**config.mk**
```make
export PLATFORM = sky130hd
export DESIGN_NAME = fetch_pc_flat
export DESIGN_NICKNAME = d
export VERILOG_FILES = /design/src/rtl/fetch_pc_pkg.sv /design/src/rtl/fetch_pc_if.sv /design/src/rtl/fetch_pc_return_stack.sv /design/src/rtl/fetch_pc.sv /design/src/flat_wrapper.sv
export SDC_FILE = /design/constraint.sdc
export NUM_CORES = 1
export LEC_CHECK = 0
export BUFFER_PORTS_ARGS = -buffer_cell sky130_fd_sc_hd__buf_2
export CAP_MARGIN = 5
export CORE_ASPECT_RATIO = 2
export CORE_MARGIN = 2
export CORE_UTILIZATION = 40
export DETAILED_ROUTE_END_ITERATION = 8
export HOLD_SLACK_MARGIN = 0.08
export PLACE_DENSITY = 0.67
export SLEW_MARGIN = 20
export SYNTH_ARGS = -nofsm -noshare
export SYNTH_HDL_FRONTEND = slang
export SYNTH_SLANG_ARGS = --single-unit
```
**constraint.sdc**
```tcl
create_clock -name clk -period 6.2 [get_ports clk]
set_input_delay 0.62 -clock clk [delete_from_list [all_inputs] [get_ports clk]]
set_output_delay 0.62 -clock clk [all_outputs]
set_load 0.02 [all_outputs]
```
**src/rtl/fetch_pc_pkg.sv**
```systemverilog
// Shared types and constants for the fetch-stage program counter.
package fetch_pc_pkg;

  typedef enum logic [1:0] {
    PC_SEQ    = 2'd0,
    PC_BRANCH = 2'd1,
    PC_JALR   = 2'd2,
    PC_TRAP   = 2'd3
  } pc_src_e;

  localparam int unsigned PC_INC = 4;

endpackage

```
**src/rtl/fetch_pc_if.sv**
```systemverilog
// Control/target bundle between the fetch controller (master) and fetch_pc (slave).
interface fetch_pc_if
  import fetch_pc_pkg::*;
#(
  parameter int unsigned PC_WIDTH   = 32,
  parameter int unsigned DATA_WIDTH = 32
) ();

  logic                  stall_i;
  pc_src_e               pc_src_i;
  logic [DATA_WIDTH-1:0] imm_i;
  logic [DATA_WIDTH-1:0] rs1_i;
  logic [PC_WIDTH-1:0]   trap_vec_i;
  logic                  call_i;
  logic                  ret_i;
  logic [PC_WIDTH-1:0]   pc_o;
  logic [PC_WIDTH-1:0]   pc_plus4_o;
  logic                  misalign_o;
  logic                  ras_hit_o;

  modport master (
    output stall_i, pc_src_i, imm_i, rs1_i, trap_vec_i, call_i, ret_i,
    input  pc_o, pc_plus4_o, misalign_o, ras_hit_o
  );

  modport slave (
    input  stall_i, pc_src_i, imm_i, rs1_i, trap_vec_i, call_i, ret_i,
    output pc_o, pc_plus4_o, misalign_o, ras_hit_o
  );

endinterface

```
**src/rtl/fetch_pc_return_stack.sv**
```systemverilog
// Circular return-address stack; a full push overwrites the oldest entry.
// Simultaneous push+pop replaces the top in place (coroutine swap).
module return_stack #(
  parameter int unsigned DEPTH = 4,
  parameter int unsigned WIDTH = 32
) (
  input  logic             clk,
  input  logic             rst,
  input  logic             push_i,
  input  logic             pop_i,
  input  logic [WIDTH-1:0] data_i,
  output logic [WIDTH-1:0] top_o,
  output logic             empty_o,
  output logic             full_o
);

  localparam int unsigned PTR_W = $clog2(DEPTH);
  localparam int unsigned CNT_W = $clog2(DEPTH + 1);

  logic [WIDTH-1:0] mem_q [DEPTH];
  logic [PTR_W-1:0] ptr_q, ptr_d, top_idx_c, wr_idx_c;
  logic [CNT_W-1:0] cnt_q, cnt_d;
  logic             wr_en_c, pop_ok_c;

  assign top_idx_c = ptr_q - PTR_W'(1);
  assign top_o     = mem_q[top_idx_c];
  assign empty_o   = (cnt_q == '0);
  assign full_o    = (cnt_q == CNT_W'(DEPTH));
  assign pop_ok_c  = pop_i && !empty_o;

  always_comb begin
    ptr_d    = ptr_q;
    cnt_d    = cnt_q;
    wr_en_c  = 1'b0;
    wr_idx_c = ptr_q;
    if (pop_ok_c && push_i) begin
      wr_en_c  = 1'b1;
      wr_idx_c = top_idx_c;
    end else if (pop_ok_c) begin
      ptr_d = ptr_q - PTR_W'(1);
      cnt_d = cnt_q - CNT_W'(1);
    end else if (push_i) begin
      wr_en_c = 1'b1;
      ptr_d   = ptr_q + PTR_W'(1);
      if (!full_o) cnt_d = cnt_q + CNT_W'(1);
    end
  end

  always_ff @(posedge clk or posedge rst) begin
    if (rst) begin
      ptr_q <= '0;
      cnt_q <= '0;
    end else begin
      ptr_q <= ptr_d;
      cnt_q <= cnt_d;
    end
  end

  // Entries carry no reset: count gates every read.
  always_ff @(posedge clk) begin
    if (wr_en_c) mem_q[wr_idx_c] <= data_i;
  end

endmodule

```
**src/rtl/fetch_pc.sv**
```systemverilog
// Fetch-stage program counter: seq/branch/jalr/trap selection, stall, misalign trap.
// Optional return-address stack enabled by defining FETCH_PC_RAS_EN.
module fetch_pc
  import fetch_pc_pkg::*;
#(
  parameter int unsigned         PC_WIDTH     = 32,
  parameter int unsigned         DATA_WIDTH   = 32,
  parameter logic [PC_WIDTH-1:0] RESET_VECTOR = '0,
  parameter int unsigned         RAS_DEPTH    = 4
) (
  input  logic       clk,
  input  logic       rst,
  fetch_pc_if.slave  bus
);

  logic [PC_WIDTH-1:0] pc_q, pc_d;
  logic                misalign_q, misalign_d;
  logic [PC_WIDTH-1:0] pc_plus4_c, imm_c, branch_tgt_c, jalr_sum_c, jalr_tgt_c, tgt_c;
  logic [PC_WIDTH-1:0] ras_top_c;
  logic                redirect_c, misalign_c, pop_cand_c;

  assign imm_c        = bus.imm_i[PC_WIDTH-1:0];
  assign pc_plus4_c   = pc_q + PC_WIDTH'(PC_INC);
  assign branch_tgt_c = pc_q + imm_c;
  assign jalr_sum_c   = bus.rs1_i[PC_WIDTH-1:0] + imm_c;
  assign jalr_tgt_c   = jalr_sum_c & ~PC_WIDTH'(1);

  // Target select, misalign detection and next-state; trap beats stall.
  always_comb begin
    pc_d       = pc_q;
    misalign_d = misalign_q;
    tgt_c      = pc_plus4_c;
    redirect_c = 1'b0;
    case (bus.pc_src_i)
      PC_BRANCH: begin
        tgt_c      = branch_tgt_c;
        redirect_c = 1'b1;
      end
      PC_JALR: begin
        tgt_c      = pop_cand_c ? ras_top_c : jalr_tgt_c;
        redirect_c = 1'b1;
      end
      default: tgt_c = pc_plus4_c;
    endcase
    misalign_c = redirect_c && tgt_c[1];
    if (bus.pc_src_i == PC_TRAP) begin
      pc_d       = bus.trap_vec_i;
      misalign_d = 1'b0;
    end else if (!bus.stall_i) begin
      pc_d       = misalign_c ? bus.trap_vec_i : tgt_c;
      misalign_d = misalign_c;
    end
  end

  always_ff @(posedge clk or posedge rst) begin
    if (rst) begin
      pc_q       <= RESET_VECTOR;
      misalign_q <= 1'b0;
    end else begin
      pc_q       <= pc_d;
      misalign_q <= misalign_d;
    end
  end

`ifdef FETCH_PC_RAS_EN
  logic ras_empty_c, ras_full_c, push_c, pop_c;
  logic unused_ras;

  assign pop_cand_c = bus.ret_i && (bus.pc_src_i == PC_JALR) && !ras_empty_c;
  // Stack only moves on a taken, aligned redirect.
  assign push_c     = bus.call_i && redirect_c && !bus.stall_i && !misalign_c;
  assign pop_c      = pop_cand_c && !bus.stall_i && !misalign_c;
  assign unused_ras = ras_full_c;

  return_stack #(
    .DEPTH (RAS_DEPTH),
    .WIDTH (PC_WIDTH)
  ) u_ras (
    .clk     (clk),
    .rst     (rst),
    .push_i  (push_c),
    .pop_i   (pop_c),
    .data_i  (pc_plus4_c),
    .top_o   (ras_top_c),
    .empty_o (ras_empty_c),
    .full_o  (ras_full_c)
  );
`else
  logic unused_ras;

  assign pop_cand_c = 1'b0;
  assign ras_top_c  = '0;
  assign unused_ras = ^{bus.call_i, bus.ret_i, 32'(RAS_DEPTH)};
`endif

  assign bus.pc_o       = pc_q;
  assign bus.pc_plus4_o = pc_plus4_c;
  assign bus.misalign_o = misalign_q;
  assign bus.ras_hit_o  = pop_cand_c;

endmodule

```
**src/flat_wrapper.sv**
```systemverilog
// flat-port wrapper written by rule: the top's interface ports become plain ports
module fetch_pc_flat import fetch_pc_pkg::*;
#(
  parameter int unsigned         PC_WIDTH     = 32,
  parameter int unsigned         DATA_WIDTH   = 32,
  parameter logic [PC_WIDTH-1:0] RESET_VECTOR = '0,
  parameter int unsigned         RAS_DEPTH    = 4
)
  (clk, rst, bus_stall_i, bus_pc_src_i, bus_imm_i, bus_rs1_i, bus_trap_vec_i, bus_call_i, bus_ret_i, bus_pc_o, bus_pc_plus4_o, bus_misalign_o, bus_ras_hit_o);
  fetch_pc_if #(.PC_WIDTH(PC_WIDTH), .DATA_WIDTH(DATA_WIDTH)) bus_i ();
  input  logic clk;
  input  logic rst;
  input wire logic [$bits(bus_i.stall_i)-1:0] bus_stall_i;
  input wire logic [$bits(bus_i.pc_src_i)-1:0] bus_pc_src_i;
  input wire logic [$bits(bus_i.imm_i)-1:0] bus_imm_i;
  input wire logic [$bits(bus_i.rs1_i)-1:0] bus_rs1_i;
  input wire logic [$bits(bus_i.trap_vec_i)-1:0] bus_trap_vec_i;
  input wire logic [$bits(bus_i.call_i)-1:0] bus_call_i;
  input wire logic [$bits(bus_i.ret_i)-1:0] bus_ret_i;
  output wire logic [$bits(bus_i.pc_o)-1:0] bus_pc_o;
  output wire logic [$bits(bus_i.pc_plus4_o)-1:0] bus_pc_plus4_o;
  output wire logic [$bits(bus_i.misalign_o)-1:0] bus_misalign_o;
  output wire logic [$bits(bus_i.ras_hit_o)-1:0] bus_ras_hit_o;
  assign bus_i.stall_i = bus_stall_i;
  assign bus_i.pc_src_i = bus_pc_src_i;
  assign bus_i.imm_i = bus_imm_i;
  assign bus_i.rs1_i = bus_rs1_i;
  assign bus_i.trap_vec_i = bus_trap_vec_i;
  assign bus_i.call_i = bus_call_i;
  assign bus_i.ret_i = bus_ret_i;
  assign bus_pc_o = bus_i.pc_o;
  assign bus_pc_plus4_o = bus_i.pc_plus4_o;
  assign bus_misalign_o = bus_i.misalign_o;
  assign bus_ras_hit_o = bus_i.ras_hit_o;
  fetch_pc #(.PC_WIDTH(PC_WIDTH), .DATA_WIDTH(DATA_WIDTH), .RESET_VECTOR(RESET_VECTOR), .RAS_DEPTH(RAS_DEPTH)) u_core (.clk(clk), .rst(rst), .bus(bus_i));
endmodule
```
After elaboration in Yosys (flattened, before gate mapping)

Index checks and enable logic that the tools add are counted.

Add/subtract/negate cells: 3
Equality and inequality tests: 4
Multiplexer cells: 7
Reduce and logical (&&, ||, !) cells: 2

Operators with widths:

| operator              | count |
|---|---|
| $mux 32               | 3 |
| $add 32x32->32        | 2 |
| $pmux 32 s2           | 1 |
| $add 32x3->32 const B | 1 |
| $eq 2x2->1 const B    | 2 |
| $mux 1                | 3 |
| $eq 2x1->1 const B    | 1 |
| $ne 2x1->1 const B    | 1 |
| $reduce_or 2->1       | 1 |
| $logic_and 1x1->1     | 1 |

Bits in registers: 33
Input bits: 103
Output and inout port bits: 66
Word-level logic and storage cells: 18

Logic depth before layout (Yosys ltp)

Gate-level depths: netlist of run 1.

Depth after elaboration: 7
Gate-level depth with buffers: 12
Gate-level depth less buffers: 12

Worst setup path before layout of run 1

OpenSTA, ideal clock, no wires.

Path kind: input port to flip-flop
Start point: input bus_rs1_i[10]
End point: register u_core.pc_q[28], in the netlist u_core.bus.pc_o[28]
Setup time: 0.125 ns
Arrival: 2.874 ns
Data required time: 6.075 ns
Slack: 3.200 ns
Stages on the path: 10
Buffers on the path: 0
Path through: ha_1 -> and2_4 -> a221o_1 -> a221o_1 -> a31o_4 -> a41o_1 -> a211oi_2 -> xnor2_1 -> a221oi_2 -> o21ai_1

Cells in the longest elaborated chain, start to end: 5

RTL lines:

| what                   | RTL line           | text |
|---|---|---|
| start: declaration     | flat_wrapper.sv:16 | `input wire logic [$bits(bus_i.rs1_i)-1:0] bus_rs1_i;` |
| $add 32x32->32         | fetch_pc.sv:25     | `assign jalr_sum_c = bus.rs1_i[PC_WIDTH-1:0] + imm_c;` |
| $pmux 32 s2            | fetch_pc.sv:34     | `case (bus.pc_src_i)` |
| $mux 32                | fetch_pc.sv:50     | `pc_d = misalign_c ? bus.trap_vec_i : tgt_c;` |
| $mux 32                | fetch_pc.sv:49     | `end else if (!bus.stall_i) begin` |
| $mux 32                | fetch_pc.sv:46     | `if (bus.pc_src_i == PC_TRAP) begin` |
| end signal: assignment | fetch_pc.sv:60     | `pc_q <= pc_d;` |
| end: declaration       | fetch_pc.sv:16     | `logic [PC_WIDTH-1:0] pc_q, pc_d;` |

Every way passes these cells. The select of a mux whose other input is x is not followed.
A chain may end at the register's enable or synchronous reset.

Worst setup path after layout of run 1

Start point: input bus_pc_src_i[0]
End point: register u_core.pc_q[10], in the netlist u_core.bus.pc_o[10]

Cells in the longest elaborated chain, start to end: 7
Elaborated cells on any way between the ends: 11
Classes of those cells: eq/ne (4); mux (5); reduce/logical (2)

RTL lines:

| what                                     | RTL line           | text |
|---|---|---|
| start: declaration                       | flat_wrapper.sv:14 | `input wire logic [$bits(bus_i.pc_src_i)-1:0] bus_pc_src_i;` |
| $eq 2x1->1 or $eq 2x2->1 (tied branches) | fetch_pc.sv:34     |  |
| $reduce_or 2->1 (no line)                | --                 |  |
| $mux 1                                   | fetch_pc.sv:34     |  |
| $logic_and 1x1->1                        | fetch_pc.sv:45     | `misalign_c = redirect_c && tgt_c[1];` |
| $mux 32                                  | fetch_pc.sv:50     |  |
| $mux 32                                  | fetch_pc.sv:49     |  |
| $mux 32                                  | fetch_pc.sv:46     |  |

Several ways; a longest one is shown, not always the timed one. The select of a mux whose other input is x is not followed.

==> results.json, run 1 <==
{
  "dr.pass1.iters": 6,
  "drc": 0,
  "synthCells": 789,
  "avgSynthCellArea_um2": 7.40,
  "tightest_slew_ps": 1010,
  "powerDensity_mw_per_mm2": 272,
  "skew_ps": 4.46,
  "drt_iter0_markers": 422,
  "fillerInstances": 1522,
  "cts_resized": 0,
  "grt-ovfl-total": 0,
  "placed_area_mm2": 0.00684,
  "final_antenna_net_count": 0,
  "utilization": 0.486,
  "worstPathArrival_ps": 4230,
  "root_buffer": "clkbuf_16",
  "cp_max_fo": 29,
  "grt_pass1_wl_mm": 36.4,
  "tns_ps": 0,
  "antenna_found_initial": 0,
  "leakage_nw": 3.24,
  "hp-class": "primary input to async pin",
  "post_drt_wl_per_cell_um": 20.9,
  "nets": 1107,
  "core_mm2": 0.0144,
  "num_antenna_cells": 0,
  "fin_area_mm2": 0.00697,
  "hold_viol": 0,
  "io-pin-count": 169,
  "die_height_um": 175,
  "floorplan.initialDensity": 0.407,
  "cts-htree-levels": 2,
  "num_rows": 62,
  "maxSlewHeadroom": 0.324,
  "drt_wl_total_mm": 23.6,
  "grt_usage": 0.304,
  "clk_path_buf_depth": 2,
  "period_minus_slack_ps": 4000,
  "synth_top_area_frac": 0.141,
  "numPortBuffers": 165,
  "vias_per_cell": 6.17,
  "cts_tree": "yes",
  "synth_seq_cells": 33,
  "synth_flop_cell": "dfrtp_1",
  "ir_worst_vdd_mv": 0.165,
  "status": "finished, final reports clean",
  "grt_max_degree": 34,
  "cp-end-kind": "flip-flop",
  "cts_made_buffers": 5,
  "drive_gt1_frac": 0.209,
  "hpwl_mm": 18.9,
  "path_clk_slew_ps": 60,
  "grt_pass1_vias": 6983,
  "yosys-top-cells-area": "dfrtp_1 (14%), ha_1 (14%), xnor2_1 (7.9%)",
  "syn2layout_area_growth_pct": 19.3,
  "hold_ws_ps": 439,
  "fin_cells": 1127,
  "synth_area_mm2": 0.00584,
  "synth.distinct_cells": 68,
  "cts_hold_buf": 0,
  "clock.fmax_ghz": 0.250,
  "seq_area_frac_synth": 0.141,
  "rrSetupSlack_ps": 2460,
  "drv_slew": 0,
  "total_power_mw": 1.90,
  "setup_viol_count_final": 0,
  "yosysMostFrequentCell": "a21oi_1",
  "cts_setup_buffers": 0,
  "yosysTopAreaCell": "dfrtp_1",
  "grt_setup_unrepaired": "false",
  "critPathLaunchType": "primary input",
  "dpl.cell_count": 1121,
  "synthArstFlopShare": 1.00,
  "pre_cts_slack_ps": 2100,
  "maxCapViolCount": 0,
  "die_area_mm2": 0.0156,
  "die_width_um": 89.5,
  "fin_ws_ps": 2200,
  "gp_congestion": 1.00,
  "synth-edff-count": 0,
  "cts_sinks": 33,
  "insertion_delay_ps": 290,
  "yosys_warnings": 0,
  "synth_common_cells": "a21oi_1 (82), nand2_1 (69), ha_1 (66)",
  "via_count": 6956,
  "synthesis.nets": 960,
  "cp_data_required_time_ps": 6430,
  "period_share": 0.645,
  "critPathKind": "primary input to flip-flop"
}
[worst max-delay path, stage by stage]
cell,delay (ps)
buf_2,120
inv_1,70
ha_1,140
buf_4,360
inv_1,290
o221ai_1,790
nor2_1,200
nor2_1,820
buf_4,360
a22oi_1,110
o211ai_1,130
o221a_2,200
[flip-flops by register name (all words and copies together), names as in the netlist]
register,flops
u_core.bus.pc_o,32
u_core.bus.misalign_o,1
[cell type report]
cell class,count,area [µm²],area share
sequential,33,826,0.118
timing repair buffer,174,893,0.128
tap,192,240,0.0345
clock inverter,1,5.00,0.000718
inverter,29,109,0.0156
multi-input combinational,693,4770,0.685
clock buffer,5,125,0.0180
[where the power goes]
group | internal, mW | leakage (nW) | switching [mW]
sequential | 0.264 | 0.393 | 0.117
clock | 0.144 | 0.0655 | 0.103
combinational | 0.495 | 2.78 | 0.775
total | 0.903 | 3.24 | 0.995
[routing by layer]
layer / part of all wire / wire (µm) / track usage
met1: 0.35 / 8180 / 0.317
met3: 0.054 / 1270 / 0.0331
met5: 0 / 0 / 0
met4: 0.083 / 1970 / 0.222
met2: 0.52 / 12200 / 0.534
[layout by cell type (no fill, tap or decap), types with 4 or more instances in the layout]
master       n
a31oi_1     14
nor3_1      19
nor2_1      61
a22oi_1     11
clkbuf_16    5
a221oi_1    18
dfrtp_1     33
a21o_1      26
o21ai_0     34
inv_1       28
a221o_1      7
o211ai_1    10
buf_4        9
nor4_1       8
ha_1        66
o21ai_1     10
and4_1       6
nand2_1     69
nand4_1     10
o21a_1       5
nand3_1     30
xnor2_1     53
buf_2      165
o31ai_1     10
o221ai_1     7
or3_1        8
and3_1      14
nand2b_1     6
a211oi_1     7
o22ai_1      9
xor2_1      27
o21bai_1     7
nor2b_1      7
a211o_1      4
a21oi_1     82
[cell families (layout without fill, tap and decap cells)]
kind of cell	after synthesis	after routing	share of synthesized area
buf+inv	63	209	0.0424
other cells	1	1	0.000642
flops	33	33	0.141
simple gates	253	253	0.209
mux	2	2	0.00343
compound gates	289	289	0.335
fa+ha+maj	68	68	0.148
xor+xnor	80	80	0.120
[path summary, 6_finish.rpt]
check | cells after the start | start | endpoint
worst max-delay path | 12 | bus_pc_src_i[0] | u_core.bus.pc_o[10]
worst min-delay path | 3 | rst | u_core.bus.pc_o[2]
worst max register to register | 10 | u_core.bus.pc_o[0] | u_core.bus.pc_o[10]
worst min register to register | 2 | u_core.bus.misalign_o | u_core.bus.misalign_o
max in group asynchronous | 3 | rst | u_core.bus.pc_o[15]
min in group clk | 2 | u_core.bus.misalign_o | u_core.bus.misalign_o
Note: power is estimated with default switching activity, not from simulation.
==> inputs of run 2 (changes only) <==
==> constraint.sdc (replaced) <==
create_clock -name clk -period 3.95 [get_ports clk]
set_input_delay 0.395 -clock clk [delete_from_list [all_inputs] [get_ports clk]]
set_output_delay 0.395 -clock clk [all_outputs]
set_load 0.02 [all_outputs]
==> run 2 against run 1 <==
Final cell count grew 1.9%; combinational power increased by 64%; power grew 66%.
==> results.json, run 2 (synthesis results as in run 1) <==
{
  "floorplan.initialDensity": 0.407,
  "final_common_cell": "buf_2",
  "num_antenna_cells": 0,
  "numPortBuffers": 165,
  "die_area_mm2": 0.0156,
  "use_met3": 0.0368,
  "cts-htree-levels": 2,
  "cts_resized": 0,
  "top_usage_layer": "met2",
  "cp-end-kind": "flip-flop",
  "period_share": 0.879,
  "nets": 1126,
  "hpwl_mm": 19.7,
  "clock.fmax_ghz": 0.288,
  "io-pin-count": 169,
  "period_minus_slack_ps": 3470,
  "p_clk_frac": 0.157,
  "ir_worst_vdd_mv": 0.238,
  "die_height_um": 175,
  "antenna_found_initial": 0,
  "largest_reg_flops": 32,
  "netSwitchingFraction": 0.509,
  "insertion_delay_ps": 290,
  "fillerInstances": 1474,
  "final_antenna_net_count": 0,
  "cp_data_required_time_ps": 4120,
  "grt_pass1_vias": 7046,
  "dpl.cell_count": 1140,
  "drv_slew": 0,
  "use_met1": 0.319,
  "cts_made_buffers": 5,
  "vias_per_cell": 6.17,
  "cts_hold_buf": 0,
  "p_int_mw": 1.54,
  "syn2layout_area_growth_pct": 22.5,
  "skew_ps": 8.05,
  "switchingPower_mw": 1.60,
  "total_power_mw": 3.14,
  "dr.pass1.iters": 5,
  "drc": 0,
  "cts_tree": "yes",
  "critPathLaunchType": "flip-flop",
  "setup_viol_count_final": 0,
  "cts_setup_buffers": 0,
  "post_drt_wl_per_cell_um": 21.5,
  "drt_wl_total_mm": 24.7,
  "powerDensity_mw_per_mm2": 439,
  "tightest_slew_ps": 659,
  "cts_sinks": 33,
  "grt_use_met2": 0.547,
  "root_buffer": "clkbuf_16",
  "maxCapViolCount": 0,
  "worstPathArrival_ps": 3640,
  "tns_ps": 0,
  "pwr-share-seq": 0.179,
  "fin_cells": 1148,
  "drive_gt1_frac": 0.225,
  "status": "finished, final reports clean",
  "grt_max_degree": 34,
  "grt_setup_unrepaired": "false",
  "drt_iter0_markers": 491,
  "maxSlewHeadroom": 0.560,
  "layout_common_cells": "buf_2 (165), a21oi_1 (82), nand2_1 (69)",
  "hp-class": "primary input to async pin",
  "utilization": 0.499,
  "grt_pass1_wl_mm": 36.9,
  "clk_path_buf_depth": 2,
  "hold_viol": 0,
  "path_clk_slew_ps": 60,
  "core_mm2": 0.0144,
  "die_width_um": 89.5,
  "leakage_nw": 3.35,
  "p_comb_frac": 0.663,
  "gp_congestion": 1.00,
  "cp_max_fo": 6,
  "grt_usage": 0.315,
  "grt-ovfl-total": 0,
  "critPathKind": "flip-flop to flip-flop",
  "via_count": 7079,
  "num_rows": 62
}
run 2: changes by cell type in the layout (fill, tap and decap cells not counted), sizes merged:
cell,delta
buf,+19
clkbuf,+2
bufinv,+1
clkinv,-1
run 2: worst paths after layout:
kind	startpoint	end	slack, ps	cells after the start
worst max-delay path	u_core.bus.pc_o[3]	u_core.bus.pc_o[29]	480	10
worst min-delay path	rst	u_core.bus.pc_o[30]	210	3
worst max register to register	u_core.bus.pc_o[3]	u_core.bus.pc_o[29]	480	10
worst min register to register	u_core.bus.misalign_o	u_core.bus.misalign_o	540	2
max in group asynchronous	rst	u_core.bus.pc_o[31]	3340	3
min in group clk	bus_trap_vec_i[1]	u_core.bus.pc_o[1]	360	3
run 2: worst max-delay path: stages, from the launching register on:
cell and delay, ps:
dfrtp_1 440, ha_1 410, a21o_1 170, a2111oi_2 90, a211oi_1 550, o21ai_1 200
o21ai_1 230, a31oi_2 200, o41ai_1 660, nor4_1 110, a211o_1 290
run 2: layout make-up:
type | instances | area, µm² | area share
multi-input cells | 693 | 4770 | 0.667
clock buffers | 7 | 143 | 0.0199
flip-flops and latches | 33 | 826 | 0.115
repair buffers | 193 | 1040 | 0.145
inverters | 29 | 109 | 0.0152
well taps | 192 | 240 | 0.0336
clock inverters | 1 | 30.0 | 0.00420
run 2: power groups by stage:
stage / Combinational [mW] / Clock [mW] / Sequential, mW
3_5_place_dp: 2.05 / 0 / 0.564
2_1_floorplan: 1.32 / 0 / 0.625
5_1_grt: 2.26 / 0.515 / 0.576
4_1_cts: 2.07 / 0.495 / 0.559
3_3_place_gp: 2.05 / 0 / 0.563
6_report: 2.08 / 0.494 / 0.563
run 2: metrics by stage:
step | area (µm²) | hold WS, ps | setup WS [ps]
2_1_floorplan | 5840 | 524 | 1070
3_3_place_gp | 6980 | 525 | 486
3_5_place_dp | 6980 | 534 | 484
4_1_cts | 7150 | 238 | 536
5_1_grt | 7150 | 263 | 312
6_report | 7150 | 213 | 479
run 2: layer usage:
| layer | wire [µm] | vias to the layer above |
|---|---|---|
| met5 | 0 | - |
| li1 | - | 3332 |
| met2 | 12700 | 354 |
| met1 | 8400 | 3283 |
| met4 | 2270 | 0 |
| met3 | 1280 | 110 |
==> inputs of run 3 (changes only) <==
==> constraint.sdc (replaced) <==
create_clock -name clk -period 4.09 [get_ports clk]
set_input_delay 0.409 -clock clk [delete_from_list [all_inputs] [get_ports clk]]
set_output_delay 0.409 -clock clk [all_outputs]
set_load 0.02 [all_outputs]
==> run 3 against run 2 <==
Utilization fell by 0.31 points; largest cell class unchanged; critical path depth did not move; cell area fell by 0.63%; die area did not move; routed wire length fell by 2.8%; combinational power fell by 4%; clock skew fell by 3.2 ps; sequential share of layout area rose by 0.073 points; setup slack improved by 150 ps; flip-flop and latch count did not move; via count fell by 0.97%; fmax rose by 0.39%.
==> results.json, run 3 (synthesis results as in run 1) <==
{
  "hp-class": "primary input to async pin",
  "maxSlewHeadroom": 0.492,
  "fin_cells": 1145,
  "cts-htree-levels": 2,
  "cp-end-kind": "flip-flop",
  "cp_data_required_time_ps": 4260,
  "grt-ovfl-total": 0,
  "hpwl_mm": 19.4,
  "r2r_end": "u_core.bus.pc_o[30]",
  "pre_cts_slack_ps": 628,
  "critPathLaunchType": "flip-flop",
  "r2r_start": "u_core.bus.pc_o[5]",
  "status": "finished, final reports clean",
  "period_minus_slack_ps": 3460,
  "final_antenna_net_count": 0,
  "maxCapViolCount": 0,
  "cts_sinks": 33,
  "final_common_cell": "buf_2",
  "cts_made_buffers": 5,
  "tns_ps": 0,
  "leakage_nw": 3.33,
  "utilization": 0.495,
  "root_buffer": "clkbuf_16",
  "reg2reg_depth": 10,
  "dr.pass1.iters": 5,
  "core_mm2": 0.0144,
  "largest_reg_flops": 32,
  "hold_viol": 0,
  "die_height_um": 175,
  "antenna_found_initial": 0,
  "num_rows": 62,
  "num_antenna_cells": 0,
  "gp_congestion": 0.964,
  "cp_max_fo": 6,
  "cts_resized": 0,
  "vias_per_cell": 6.12,
  "grt_pass1_wl_mm": 36.3,
  "skew_ps": 4.88,
  "syn2layout_area_growth_pct": 21.7,
  "nets": 1124,
  "fillerInstances": 1526,
  "cts_setup_buffers": 0,
  "drt_wl_total_mm": 24.0,
  "fin_ws_ps": 633,
  "insertion_delay_ps": 290,
  "regArea_um2": 826,
  "die_area_mm2": 0.0156,
  "die_width_um": 89.5,
  "io-pin-count": 169,
  "via_count": 7010,
  "drive_gt1_frac": 0.222,
  "grt_setup_unrepaired": "false",
  "ir_worst_vdd_mv": 0.208,
  "path_clk_slew_ps": 60,
  "period_share": 0.845,
  "grt_usage": 0.306,
  "grt_max_degree": 34,
  "drv_slew": 0,
  "cts_hold_buf": 0,
  "floorplan.initialDensity": 0.407,
  "powerDensity_mw_per_mm2": 414,
  "setup_viol_count_final": 0,
  "post_drt_wl_per_cell_um": 20.9,
  "numPortBuffers": 165,
  "tightest_slew_ps": 754,
  "worstPathArrival_ps": 3620,
  "drt_iter0_markers": 453,
  "rrSetupSlack_ps": 630,
  "multi_input_comb_area_mm2": 0.00477,
  "drc": 0,
  "cts_tree": "yes",
  "layout_common_cells": "buf_2 (165), a21oi_1 (82), nand2_1 (69)",
  "grt_pass1_vias": 7007,
  "clock.fmax_ghz": 0.289,
  "dpl.cell_count": 1138,
  "critPathKind": "flip-flop to flip-flop",
  "clk_path_buf_depth": 2
}
-- run 3: power by group --
group          leakage, nW  internal [mW]  total, mW  switching (mW)
sequential           0.393          0.401      0.560           0.159
combinational         2.86          0.778       1.99            1.21
clock               0.0700          0.240      0.400           0.160
total                 3.33           1.42       2.95            1.53
-- run 3: through the flow --
| step | total power, mW | area, µm² | hold WS [ps] |
|---|---|---|---|
| finish | 2.95 | 7110 | 235 |
| global route | 3.14 | 7110 | 278 |
| CTS | 2.92 | 7110 | 247 |
| detailed placement | 2.51 | 6970 | 539 |
| global placement | 2.50 | 6970 | 531 |
| floorplan | 1.88 | 5840 | 538 |
-- run 3: layer usage --
metal,share of wire,track usage,vias up
met1,0.34,0.314,3264
met5,0,0,-
li1,-,-,3313
met2,0.51,0.542,329
met4,0.090,0.229,0
met3,0.054,0.0321,104
-- run 3: worst max path at each step --
stage | startpoint | end | slack (ps) | depth (start not counted)
finish | u_core.bus.pc_o[5] | u_core.bus.pc_o[30] | 630 | 10
global route | u_core.bus.pc_o[4] | u_core.bus.pc_o[29] | 490 | 9
CTS | u_core.bus.pc_o[4] | u_core.bus.pc_o[29] | 650 | 9
detailed placement | bus_imm_i[1] | u_core.bus.pc_o[29] | 630 | 11
global placement | bus_imm_i[1] | u_core.bus.pc_o[29] | 670 | 11
floorplan | u_core.bus.pc_o[3] | u_core.bus.pc_o[29] | 1210 | 10
-- run 3: worst max-delay path: stages (launching register included) --
cell	delay, ps
dfrtp_1	450
ha_1	400
a21o_1	200
or3_1	350
o21ai_1	260
o211ai_1	240
o31ai_1	670
o21ai_1	220
xor2_1	190
a221oi_1	240
a21oi_1	100
-- run 3: cell type report --
class                      instances  share of cell area
multi-input combinational        693               0.671
timing repair buffer             191               0.144
sequential                        33               0.116
tap                              192              0.0338
clock buffer                       7              0.0201
inverter                          29              0.0153
